`src/rtl/regfile_mp_if.sv`:
```
// Bus bundle for regfile_mp: write ports, read ports, scoreboard and clear control.
interface regfile_mp_if #(
  parameter int WIDTH = 8,
  parameter int DEPTH = 4,
  parameter int NRD   = 2
);
  localparam int AW = $clog2(DEPTH);

  logic                 we0;
  logic [AW-1:0]        waddr0;
  logic [WIDTH-1:0]     wdata0;
  logic                 we1;
  logic [AW-1:0]        waddr1;
  logic [WIDTH-1:0]     wdata1;
  logic [NRD*AW-1:0]    raddr;
  logic [NRD*WIDTH-1:0] rdata;
  logic                 sb_set;
  logic [AW-1:0]        sb_addr;
  logic [DEPTH-1:0]     pending;
  logic                 clear_req;
  logic                 clear_busy;

  modport master (
    output we0, waddr0, wdata0, we1, waddr1, wdata1, raddr, sb_set, sb_addr, clear_req,
    input  rdata, pending, clear_busy
  );

  modport slave (
    input  we0, waddr0, wdata0, we1, waddr1, wdata1, raddr, sb_set, sb_addr, clear_req,
    output rdata, pending, clear_busy
  );
endinterface

```
`src/rtl/regfile_mp.sv`:
```
// Multi-port register file: two prioritised write ports, NRD combinational reads,
// per-register pending bits and a one-register-per-cycle clear sweep.
module regfile_mp #(
  parameter int WIDTH    = 8,
  parameter int DEPTH    = 4,
  parameter int NRD      = 2,
  parameter int BYPASS   = 1,
  parameter int ZERO_REG = 0
) (
  input  logic        clk,
  input  logic        rst_n,
  regfile_mp_if.slave bus
);
  localparam int AW = $clog2(DEPTH);

  typedef enum logic {IDLE, CLEAR} state_e;

  state_e           state_q, state_d;
  logic [AW-1:0]    cnt_q, cnt_d;
  logic [WIDTH-1:0] regs_q [DEPTH];
  logic [WIDTH-1:0] regs_d [DEPTH];
  logic [DEPTH-1:0] pend_q, pend_d;

  logic             idle;
  logic             wr0, wr1, set_ok;
  logic [AW-1:0]    ra;
  logic [WIDTH-1:0] rd;

  always_ff @(posedge clk or negedge rst_n) begin
    if (!rst_n) begin
      state_q <= IDLE;
      cnt_q   <= '0;
    end else begin
      state_q <= state_d;
      cnt_q   <= cnt_d;
    end
  end

  always_comb begin
    state_d = state_q;
    cnt_d   = cnt_q;
    case (state_q)
      IDLE: begin
        if (bus.clear_req) begin
          state_d = CLEAR;
          cnt_d   = '0;
        end
      end
      CLEAR: begin
        cnt_d = cnt_q + 1'b1;
        if (cnt_q == AW'(DEPTH - 1)) begin
          state_d = IDLE;
          cnt_d   = '0;
        end
      end
      default: state_d = IDLE;
    endcase
  end

  // All external requests are gated by idle, so the sweep drops them and bypass is off.
  always_comb begin
    idle           = (state_q == IDLE);
    bus.clear_busy = !idle;
    wr0    = idle && bus.we0    && !((ZERO_REG != 0) && (bus.waddr0  == '0));
    wr1    = idle && bus.we1    && !((ZERO_REG != 0) && (bus.waddr1  == '0));
    set_ok = idle && bus.sb_set && !((ZERO_REG != 0) && (bus.sb_addr == '0));
  end

  always_comb begin
    regs_d = regs_q;
    pend_d = pend_q;
    if (!idle) begin
      regs_d[cnt_q] = '0;
      pend_d[cnt_q] = 1'b0;
    end else begin
      if (wr0) begin
        regs_d[bus.waddr0] = bus.wdata0;
        pend_d[bus.waddr0] = 1'b0;
      end
      if (wr1) begin
        regs_d[bus.waddr1] = bus.wdata1;
        pend_d[bus.waddr1] = 1'b0;
      end
      if (set_ok) pend_d[bus.sb_addr] = 1'b1;
    end
  end

  always_ff @(posedge clk or negedge rst_n) begin
    if (!rst_n) begin
      for (int unsigned i = 0; i < DEPTH; i++) regs_q[i] <= '0;
      pend_q <= '0;
    end else begin
      regs_q <= regs_d;
      pend_q <= pend_d;
    end
  end

  always_comb begin
    bus.rdata = '0;
    ra        = '0;
    rd        = '0;
    for (int unsigned k = 0; k < NRD; k++) begin
      ra = bus.raddr[k*AW +: AW];
      rd = regs_q[ra];
      if ((BYPASS != 0) && wr0 && (bus.waddr0 == ra)) rd = bus.wdata0;
      if ((BYPASS != 0) && wr1 && (bus.waddr1 == ra)) rd = bus.wdata1;
      if ((ZERO_REG != 0) && (ra == '0)) rd = '0;
      bus.rdata[k*WIDTH +: WIDTH] = rd;
    end
  end

  assign bus.pending = pend_q;

endmodule

```
`src/flat_wrapper.sv`:
```
// flat-port wrapper written by rule: the top's interface ports become plain ports
module regfile_mp_flat 
#(
  parameter int WIDTH    = 8,
  parameter int DEPTH    = 4,
  parameter int NRD      = 2,
  parameter int BYPASS   = 1,
  parameter int ZERO_REG = 0
)
  (clk, rst_n, bus_we0, bus_waddr0, bus_wdata0, bus_we1, bus_waddr1, bus_wdata1, bus_raddr, bus_sb_set, bus_sb_addr, bus_clear_req, bus_rdata, bus_pending, bus_clear_busy);
  regfile_mp_if #(.WIDTH(WIDTH), .DEPTH(DEPTH), .NRD(NRD)) bus_i ();
  input  logic clk;
  input  logic rst_n;
  input wire logic [$bits(bus_i.we0)-1:0] bus_we0;
  input wire logic [$bits(bus_i.waddr0)-1:0] bus_waddr0;
  input wire logic [$bits(bus_i.wdata0)-1:0] bus_wdata0;
  input wire logic [$bits(bus_i.we1)-1:0] bus_we1;
  input wire logic [$bits(bus_i.waddr1)-1:0] bus_waddr1;
  input wire logic [$bits(bus_i.wdata1)-1:0] bus_wdata1;
  input wire logic [$bits(bus_i.raddr)-1:0] bus_raddr;
  input wire logic [$bits(bus_i.sb_set)-1:0] bus_sb_set;
  input wire logic [$bits(bus_i.sb_addr)-1:0] bus_sb_addr;
  input wire logic [$bits(bus_i.clear_req)-1:0] bus_clear_req;
  output wire logic [$bits(bus_i.rdata)-1:0] bus_rdata;
  output wire logic [$bits(bus_i.pending)-1:0] bus_pending;
  output wire logic [$bits(bus_i.clear_busy)-1:0] bus_clear_busy;
  assign bus_i.we0 = bus_we0;
  assign bus_i.waddr0 = bus_waddr0;
  assign bus_i.wdata0 = bus_wdata0;
  assign bus_i.we1 = bus_we1;
  assign bus_i.waddr1 = bus_waddr1;
  assign bus_i.wdata1 = bus_wdata1;
  assign bus_i.raddr = bus_raddr;
  assign bus_i.sb_set = bus_sb_set;
  assign bus_i.sb_addr = bus_sb_addr;
  assign bus_i.clear_req = bus_clear_req;
  assign bus_rdata = bus_i.rdata;
  assign bus_pending = bus_i.pending;
  assign bus_clear_busy = bus_i.clear_busy;
  regfile_mp #(.WIDTH(WIDTH), .DEPTH(DEPTH), .NRD(NRD), .BYPASS(BYPASS), .ZERO_REG(ZERO_REG)) u_core (.clk(clk), .rst_n(rst_n), .bus(bus_i));
endmodule
```
`config.mk`:
```
export PLATFORM = sky130hd
export DESIGN_NAME = regfile_mp_flat
export DESIGN_NICKNAME = d
export VERILOG_FILES = /design/src/rtl/regfile_mp_if.sv /design/src/rtl/regfile_mp.sv /design/src/flat_wrapper.sv
export SDC_FILE = /design/constraint.sdc
export NUM_CORES = 1
export LEC_CHECK = 0
export BUFFER_PORTS_ARGS = -buffer_cell sky130_fd_sc_hd__clkbuf_2
export CORE_MARGIN = 2
export CORE_UTILIZATION = 53
export CTS_CLUSTER_SIZE = 30
export DETAILED_ROUTE_END_ITERATION = 8
export GPL_ROUTABILITY_DRIVEN = 0
export PLACE_DENSITY = 0.78
export SETUP_SLACK_MARGIN = 0.15
export SLEW_MARGIN = 40
export SYNTH_ARGS = -nofsm -noshare
export SYNTH_HDL_FRONTEND = slang
export SYNTH_SLANG_ARGS = --single-unit
```
`constraint.sdc`:
```
create_clock -name clk -period 1.8 [get_ports clk]
set_clock_uncertainty 0.1 [all_clocks]
set_input_delay 0.27 -clock clk [delete_from_list [all_inputs] [get_ports clk]]
set_output_delay 0.27 -clock clk [all_outputs]
set_load 0.01 [all_outputs]
```
==> results of run 1 <==
state kept, by name, indices dropped and copies added (netlist names):
signal and count:
u_core.bus.clear_busy 1, u_core.regs_q 32, u_core.cnt_q 2, u_core.bus.pending 4
power groups by stage:
stage	Sequential, mW	Clock (mW)	Combinational (mW)
global placement	1.45	0	3.18
finish	1.50	0.778	4.15
global route	1.51	0.810	4.39
detailed placement	1.48	0	3.31
floorplan	1.39	0	2.40
CTS	1.46	0.778	3.77
through the flow:
step	cell area [µm²]	utilization (%)	TNS, ns
floorplan	3950	-	-0.782
global placement	4610	67.8	-1.18
detailed placement	4610	67.8	-1.57
CTS	5070	74.7	-4.80
global route	5300	78.0	-9.41
finish	5300	78.0	-7.21
cell families (layout without fill, tap and decap cells):
family                     Yosys count  count (layout)  synth area share, %
xor gates and xnor gates            12              12                 3.01
buffers and inverters               88             182                 11.5
DFF                                 39              39                 26.1
AOI/OAI and AO/OA                  140             140                 26.9
adders and majority gates            4               4                 1.34
muxes                               16              16                 9.64
and+or+nand+nor                    102             102                 21.4
placed cells by master, fill, tap and decap left out, drive strengths merged:
master       Yosys  routed
buf             32      88
clkbuf          16      50
inv             39      39
dfrtp           39      39
a21oi           32      32
o32ai           26      26
o31a            24      24
a31oi           24      24
o31ai           17      17
mux4            16      16
nor4bb          16      16
nand3           16      16
nor4            16      16
nand2           10      10
o22ai           10      10
nor4b           10      10
nand4b           9       9
xor2             8       8
and3b            8       8
nand2b           5       5
xnor2            4       4
ha               4       4
and4bb           4       4
or3              3       3
o32a             2       2
o21ai            2       2
clkinv           1       2
and4b            2       2
nor2b            1       1
nand3b           1       1
or3b             1       1
o21a             1       1
a21o             1       1
a22o             1       1
bufinv           0       1
bufbuf           0       1
dlygate4sd3      0       1
final cells by class:
type                       instances  area, µm²  share of cell area [%]
multi-input combinational        274       2860                    53.9
timing repair buffer             134       1080                    20.4
sequential                        39        977                    18.4
inverter                          40        150                    2.83
tap                               96        120                    2.27
clock buffer                       6       82.6                    1.56
clock inverter                     2       35.0                   0.661
layer usage:
layer | GRT usage, % | vias to the layer above | wire length (µm) | share of wire [%]
met2 | 57.3 | 332 | 6880 | 49
met5 | 0 | - | 0 | 0
met4 | 16.4 | 0 | 540 | 3.9
met3 | 5.75 | 65 | 1390 | 10
met1 | 44.5 | 2032 | 5170 | 37
li1 | - | 1785 | - | -
repair_timing:
action | CTS | global route
gates cloned | 2 | 0
endpoints found under the hold margin | 7 | 0
pin swaps | 25 | 7
hold buffers | 1 | 0
endpoints found under the setup margin | 42 | 52
gates resized for setup | 48 | 41
setup buffers | 9 | 5
worst min path at each step:
stage / from / end
final: bus_clear_req / u_core.cnt_q[1]
after global placement: rst_n / u_core.cnt_q[0]
after floorplan: rst_n / u_core.bus.clear_busy
after global routing: bus_clear_req / u_core.cnt_q[1]
after detailed placement: rst_n / u_core.cnt_q[0]
after CTS: bus_clear_req / u_core.cnt_q[1]
==> reports/results.tsv, run 1 <==
metric	value	unit
syn_avg_cell_area	9.32	µm²
drt-total-wl	14.0	mm
ys_warn_count	0	
synth_area_leaders	dfrtp_1 (26%), mux4_2 (9.6%), o32ai_1 (5.9%)	
endpoint_kind	output pin	
cts_tree	done	
area_growth	41.8	%
clk_path_buf_depth	2	
p_per_area	1210	mW/mm²
rr_endpoint	u_core.regs_q[11]	
cp.depth	5	
rsz0062_at_grt	true	
vias	4214	
ys_seq_area_share	26.1	%
period_minus_slack	2.09	ns
hold_viol	0	
cts.sinks	39	
maxCapViolations	0	
nNetsFinal	530	
initialDrtViolationCount	614	
pwr-share-clk	12.1	%
drive_gt1_share	47.7	%
clk_latency	0.29	ns
syn_nets	437	
synth_top_area_share	26.1	%
hold_depth	2	
fillers	400	
r2r-start	u_core.bus.clear_busy	
drt_pass1_iterations	5	
power.leakage	2.06	nW
die_y	88.0	µm
core_region_area	0.00679	mm²
synthArstFlopShare	100	%
start_kind	register	
reg2reg_depth	8	
synth_ff_type	dfrtp_1	
place_ws	-0.128	ns
post_drt_wl_per_cell	23.7	µm
grt_util_all_layers	34.7	%
total_power	6.43	mW
violations	negative setup slack	
crit_end	bus_rdata[7]	
hold_ws	0.0999	ns
p_seq_share	23.3	%
cpPeakStageDelay	0.44	ns
drc	0	
slew_violations	0	
dp.cells	566	
antenna_found_initial	0	
ir_worst_vdd	0.885	mV
hold_path.class	input pin to register	
p_int	3.71	mW
dieArea	0.00774	mm²
die_x	88.0	µm
status	finished, violations left	
cp_max_fo	8	
cts-htree-levels	2	
ys_types	46	
ys_ff_latch	39	
ios	53	
worst_pin_slew	0.824	ns
hpwlAfterDp	8.86	mm
syn_inst	401	
crit_arrival	1.72	ns
fmax	478	MHz
rrSetupSlack	-0.14	ns
grt_max_degree	37	
synth_edf_count	0	
instances_no_fill	591	
worstPathRequired	1.43	ns
final_antenna_net_count	0	
switchingPower	2.73	mW
path_class	register to output pin	
cts_made_buffers	5	
critPathBufInv	2	
clk_pin_slew	0.08	ns
grt_pass1_vias	4104	
port_buffers	52	
sw_frac_of_total	42.4	%
num_rows	30	
root_buffer	clkbuf_8	
period_share	116	%
finalWorstSetupSlack	-0.290	ns
avgViaCountPerCell	7.13	
netlist_area	0.00374	mm²
maxSlewHeadroom	44.9	%
setup_viol	52	
startpoint	u_core.bus.clear_busy	
crit_chain	nand2b_4 -> or3_4 -> buf_12 -> a31oi_4 -> clkbuf_2	
cp_slowest_cell	dfrtp_2	
overflow	0	
yosysTopAreaCell	dfrtp_1	
grt_pass1_wl	20.7	mm
synth_common_cells	dfrtp_1 (39), inv_1 (39), a21oi_1 (32)	
num_antenna_cells	0	
start_util	55.0	%
power_frac_comb	64.6	%
crit_family	simple AND/OR/NAND/NOR gates	
No activity file was read; power rests on OpenSTA's default activity.
==> inputs of run 2 (changes only) <==
- CORE_UTILIZATION: 53 -> 59
- PLACE_DENSITY: 0.78 -> 0.82
- clock period: 1.8 -> 1.97 ns (I/O delays scaled with it)
==> reports/results.tsv, run 2 (synthesized netlist as in run 1, its figures left out) <==
metric	value	unit	change
status	finished, violations left		unchanged
violations	design-rule violations, negative setup slack		was negative setup slack
final_common_cell	inv_1		was buf_4
clk_pin_slew	0.08	ns	about the same
overflow	0		unchanged
worstPathRequired	1.57	ns	was 1.43 ns
grt_pass1_vias	3767		was 4104
path_class	register to output pin		unchanged
grt_max_degree	37		unchanged
hold_ws	0.111	ns	was 0.0999 ns
ios	53		unchanged
initialDrtViolationCount	644		was 614
slew_violations	0		unchanged
largest_register_ffs	32		unchanged
dieArea	0.00699	mm²	was 0.00774 mm²
final_antenna_net_count	0		unchanged
grt_pass1_wl	19.3	mm	was 20.7 mm
core_region_area	0.00624	mm²	was 0.00679 mm²
port_buffers	52		unchanged
area_growth	33.7	%	was 41.8%
drc	1		was 0
start_util	59.9	%	was 55.0%
die_x	83.6	µm	was 88.0 µm
cp_max_fo	16		was 8
avgViaCountPerCell	7.61		was 7.13
cts_tree	done		unchanged
maxCapViolations	0		unchanged
endpoint_kind	output pin		unchanged
tns	-2.67	ns	was -7.21 ns
hold_path.class	input pin to register		unchanged
finalWorstSetupSlack	-0.280	ns	was -0.290 ns
cts-htree-levels	2		unchanged
setup_viol	28		was 52
ir_worst_vdd	0.798	mV	was 0.885 mV
hpwlAfterDp	8.41	mm	was 8.86 mm
drt-total-wl	13.4	mm	was 14.0 mm
worst_pin_slew	0.732	ns	was 0.824 ns
root_buffer	clkbuf_8		unchanged
drt_pass1_iterations	7		was 5
drive_gt1_share	40.6	%	was 47.7%
nNetsFinal	499		was 530
die_y	83.6	µm	was 88.0 µm
antenna_found_initial	0		unchanged
maxSlewHeadroom	51.2	%	was 44.9%
multi_input_area	0.00290	mm²	was 0.00286 mm²
fillers	336		was 400
period_minus_slack	2.25	ns	
rsz0062_at_grt	true		unchanged
fmax	444	MHz	
num_antenna_cells	0		unchanged
start_kind	register		unchanged
vias	4111		was 4214
instances_no_fill	540		was 591
period_share	114	%	
p_per_area	1090	mW/mm²	was 1210 mW/mm²
layout_common_cells	inv_1 (39), clkbuf_2 (38), dfrtp_1 (38), buf_4 (37), a21oi_1 (32)		was buf_4 (62), clkbuf_2 (44), inv_1 (39), dfrtp_1 (38), a21oi_1 (27)
num_rows	29		was 30
cts.sinks	39		unchanged
grt_util_all_layers	33.9	%	was 34.7%
final_util	80.1	%	was 78.0%
seq_area	977	µm²	unchanged
hold_viol	0		unchanged
clk_path_buf_depth	2		unchanged
post_drt_wl_per_cell	24.9	µm	was 23.7 µm
regMostFlops	u_core.regs_q		unchanged
power.leakage	1.85	nW	was 2.06 nW
clk_latency	0.29	ns	about the same
cts_made_buffers	5		unchanged
crit_arrival	1.85	ns	was 1.72 ns
dp.cells	525		was 566
==> run 2: power breakdown <==
| part | switching, mW | internal (mW) |
|---|---|---|
| clock network | 0.270 | 0.244 |
| registers | 0.282 | 1.09 |
| logic | 1.85 | 1.70 |
==> run 2: timing repair <==
item | CTS | global route
buffers inserted | 1 | 2
setup endpoints to repair | 17 | 25
cloned | 0 | 4
hold buffers | 1 | 0
pin swaps | 2 | 5
gates resized for setup | 30 | 57
hold endpoints to repair | 24 | 0
==> run 2: cell type report <==
| type | instances | share of cell area (%) |
|---|---|---|
| clock buffer | 7 | 1.53 |
| inverter | 40 | 3.00 |
| multi-input combinational | 274 | 58.1 |
| sequential | 39 | 19.6 |
| tap | 77 | 1.93 |
| timing repair buffer | 103 | 15.9 |
==> run 2: worst paths after layout <==
check                                      startpoint                     to  slack, ns  cells past startpoint
worst max register to register  u_core.bus.clear_busy      u_core.regs_q[12]      -0.08                      7
worst min-delay path                    bus_clear_req        u_core.cnt_q[1]       0.11                      2
worst max-delay path            u_core.bus.clear_busy          bus_rdata[12]      -0.28                      5
max in group asynchronous                       rst_n      u_core.regs_q[15]       0.73                      3
min in group asynchronous                       rst_n  u_core.bus.clear_busy       0.46                      2
worst min register to register        u_core.cnt_q[0]        u_core.cnt_q[0]       0.44                      1
==> run 2: worst max-delay path, stage by stage (launching register included) <==
cell and delay, ns:
dfrtp_2 0.44, nand2b_4 0.17, buf_6 0.18, nor4_1 0.53, a31oi_2 0.08, buf_2 0.17
==> run 2: per-stage QoR <==
step	setup slack, ns	area (µm²)	total power [mW]
after floorplan	0.0698	3940	3.46
after global placement	-0.0165	4400	4.12
after detailed placement	-0.0570	4400	4.26
after CTS	-0.146	4680	4.92
after global routing	-0.300	5000	5.67
final	-0.280	5000	5.43
==> run 2: layer usage <==
metal | up-vias | global-route usage [%] | share of wire (%)
met1 | 1967 | 46.0 | 36
met3 | 80 | 4.95 | 11
met4 | 0 | 8.50 | 4.6
met2 | 350 | 57.2 | 48
li1 | 1714 | - | -
met5 | - | 0 | 0
==> inputs of run 3 (changes only) <==
- CORE_UTILIZATION: 59 -> 63
- PLACE_DENSITY: 0.82 -> 0.87
- clock period: 1.97 -> 2.7 ns (I/O delays scaled with it)
==> reports/results.tsv, run 3 (synthesized netlist as in run 1, its figures left out) <==
metric	value	unit	change
overflow	0		unchanged
post_drt_wl_per_cell	22.8	µm	was 24.9 µm
hold_end	u_core.cnt_q[1]		unchanged
core_region_area	0.00582	mm²	was 0.00624 mm²
reg2reg_depth	5		was 7
cp_slowest_cell	or3_1		was nor4_1
power.leakage	1.58	nW	was 1.85 nW
nNetsFinal	469		was 499
die_y	81.0	µm	was 83.6 µm
r2r-start	u_core.bus.clear_busy		unchanged
grt_pass1_vias	3698		was 3767
port_buffers	52		unchanged
cts-htree-levels	2		unchanged
cpPeakStageDelay	0.54	ns	was 0.53 ns
root_buffer	clkbuf_8		unchanged
clk_pin_slew	0.07	ns	was 0.08 ns
rrSetupSlack	0.57	ns	was -0.08 ns
instances_no_fill	509		was 540
crit_arrival	1.95	ns	was 1.85 ns
vias	3907		was 4111
cp_max_fo	18		was 16
maxCapViolations	0		unchanged
grt_pass1_wl	18.6	mm	was 19.3 mm
drt_pass1_iterations	5		was 7
num_rows	28		was 29
ios	53		unchanged
endpoint_kind	output pin		unchanged
final_common_cell	clkbuf_2		was inv_1
hold_depth	2		unchanged
hold_path.class	input pin to register		unchanged
grt_util_all_layers	37.1	%	was 33.9%
cts_tree	done		unchanged
crit_family	simple AND/OR/NAND/NOR gates		unchanged
initialDrtViolationCount	711		was 644
worstPathRequired	2.19	ns	was 1.57 ns
postCtsSetupRepairBufs	0		was 1
start_kind	register		unchanged
cts.sinks	39		unchanged
clk_path_buf_depth	2		unchanged
ir_worst_vdd	0.524	mV	was 0.798 mV
cts-resized-gates	0		was 30
slew_violations	0		unchanged
grt_max_degree	42		was 37
layout_common_cells	clkbuf_2 (52), inv_1 (39), dfrtp_1 (38), a21oi_1 (32), o32ai_1 (25)		was inv_1 (39), clkbuf_2 (38), dfrtp_1 (38), buf_4 (37), a21oi_1 (32)
rsz0062_at_grt	false		was true
final_antenna_net_count	0		unchanged
dp.cells	500		was 525
start_util	64.3	%	was 59.9%
worst_pin_slew	0.686	ns	was 0.732 ns
largest_register_ffs	32		unchanged
drt-total-wl	11.6	mm	was 13.4 mm
dieArea	0.00657	mm²	was 0.00699 mm²
p_per_area	844	mW/mm²	was 1090 mW/mm²
hpwlAfterDp	8.14	mm	was 8.41 mm
die_x	81.0	µm	was 83.6 µm
clk_latency	0.29	ns	about the same
drc	0		was 1
tns	0	ns	was -2.67 ns
maxSlewHeadroom	54.1	%	was 51.2%
area_growth	9.10	%	was 33.7%
rr_endpoint	u_core.regs_q[10]		was u_core.regs_q[12]
avgViaCountPerCell	7.68		was 7.61
min_from	bus_clear_req		unchanged
period_minus_slack	2.45	ns	
drive_gt1_share	25.1	%	was 40.6%
hold_viol	0		unchanged
crit_chain	nand2b_4 -> or3_1 -> a31oi_1 -> clkbuf_2		was nand2b_4 -> buf_6 -> nor4_1 -> a31oi_2 -> buf_2
cts_made_buffers	5		unchanged
hold_ws	0.226	ns	was 0.111 ns
antenna_found_initial	0		unchanged
fmax	407	MHz	
setup_viol	0		was 28
regMostFlops	u_core.regs_q		unchanged
status	finished clean		was finished, violations left
num_antenna_cells	0		unchanged
path_class	register to output pin		unchanged
period_share	90.9	%	
critPathBufInv	1		was 2
run 3: cell types whose count changed in the layout (fill, tap and decap cells not counted), moves of 8 or more:
cell      delta
o31ai_1     +14
nor4_1      +11
buf_2        -9
o31ai_4     -12
buf_6       -10
buf_4       -17
nor4_2       -8
a31oi_1     +16
clkbuf_2    +14
a31oi_4     -11
run 3: area by class of cell:
cell class              count  area (µm²)
flip-flops and latches     39         977
multi-input cells         274        2340
repair buffers             73         420
inverters                  40         150
well taps                  75        93.8
clock buffers               8         100
fillers                   437        1740
run 3: how the worst max path moves through the flow:
stage                                startpoint            end  slack, ns  depth (start not counted)
after floorplan           u_core.bus.clear_busy  bus_rdata[14]       0.62                          6
after global placement             bus_raddr[2]  bus_rdata[14]       0.42                          5
after detailed placement           bus_raddr[2]  bus_rdata[10]       0.35                          5
after CTS                 u_core.bus.clear_busy  bus_rdata[10]       0.30                          4
after global routing      u_core.bus.clear_busy   bus_rdata[6]       0.23                          4
final                     u_core.bus.clear_busy   bus_rdata[6]       0.25                          4
run 3: routing by layer:
layer	GRT usage [%]	vias up	routed length, µm
li1	-	1662	-
met1	49.8	1837	4410
met2	58.3	344	5230
met3	6.67	64	1440
met4	17.6	0	518
met5	0	-	0
run 3: stage by stage:
step                util, %  setup WS [ns]  total power [mW]  area (µm²)
floorplan                 -          0.623              2.40        3740
global placement       68.2          0.423              2.82        3970
detailed placement     68.2          0.348              2.91        3970
CTS                    70.1          0.301              3.37        4080
global route           70.1          0.227              3.63        4080
finish                 70.1          0.246              3.44        4080
run 3: where the power goes:
| part | internal [mW] | switching, mW | total (mW) |
|---|---|---|---|
| sequential | 0.793 | 0.203 | 0.995 |
| combinational | 0.882 | 1.11 | 1.99 |
| clock | 0.234 | 0.224 | 0.458 |
run 3: timing repair:
action / 4_1_cts / 5_1_grt
endpoints found under the setup margin: 0 / 0
endpoints found under the hold margin: 16 / 0
hold buffers: 1 / 0
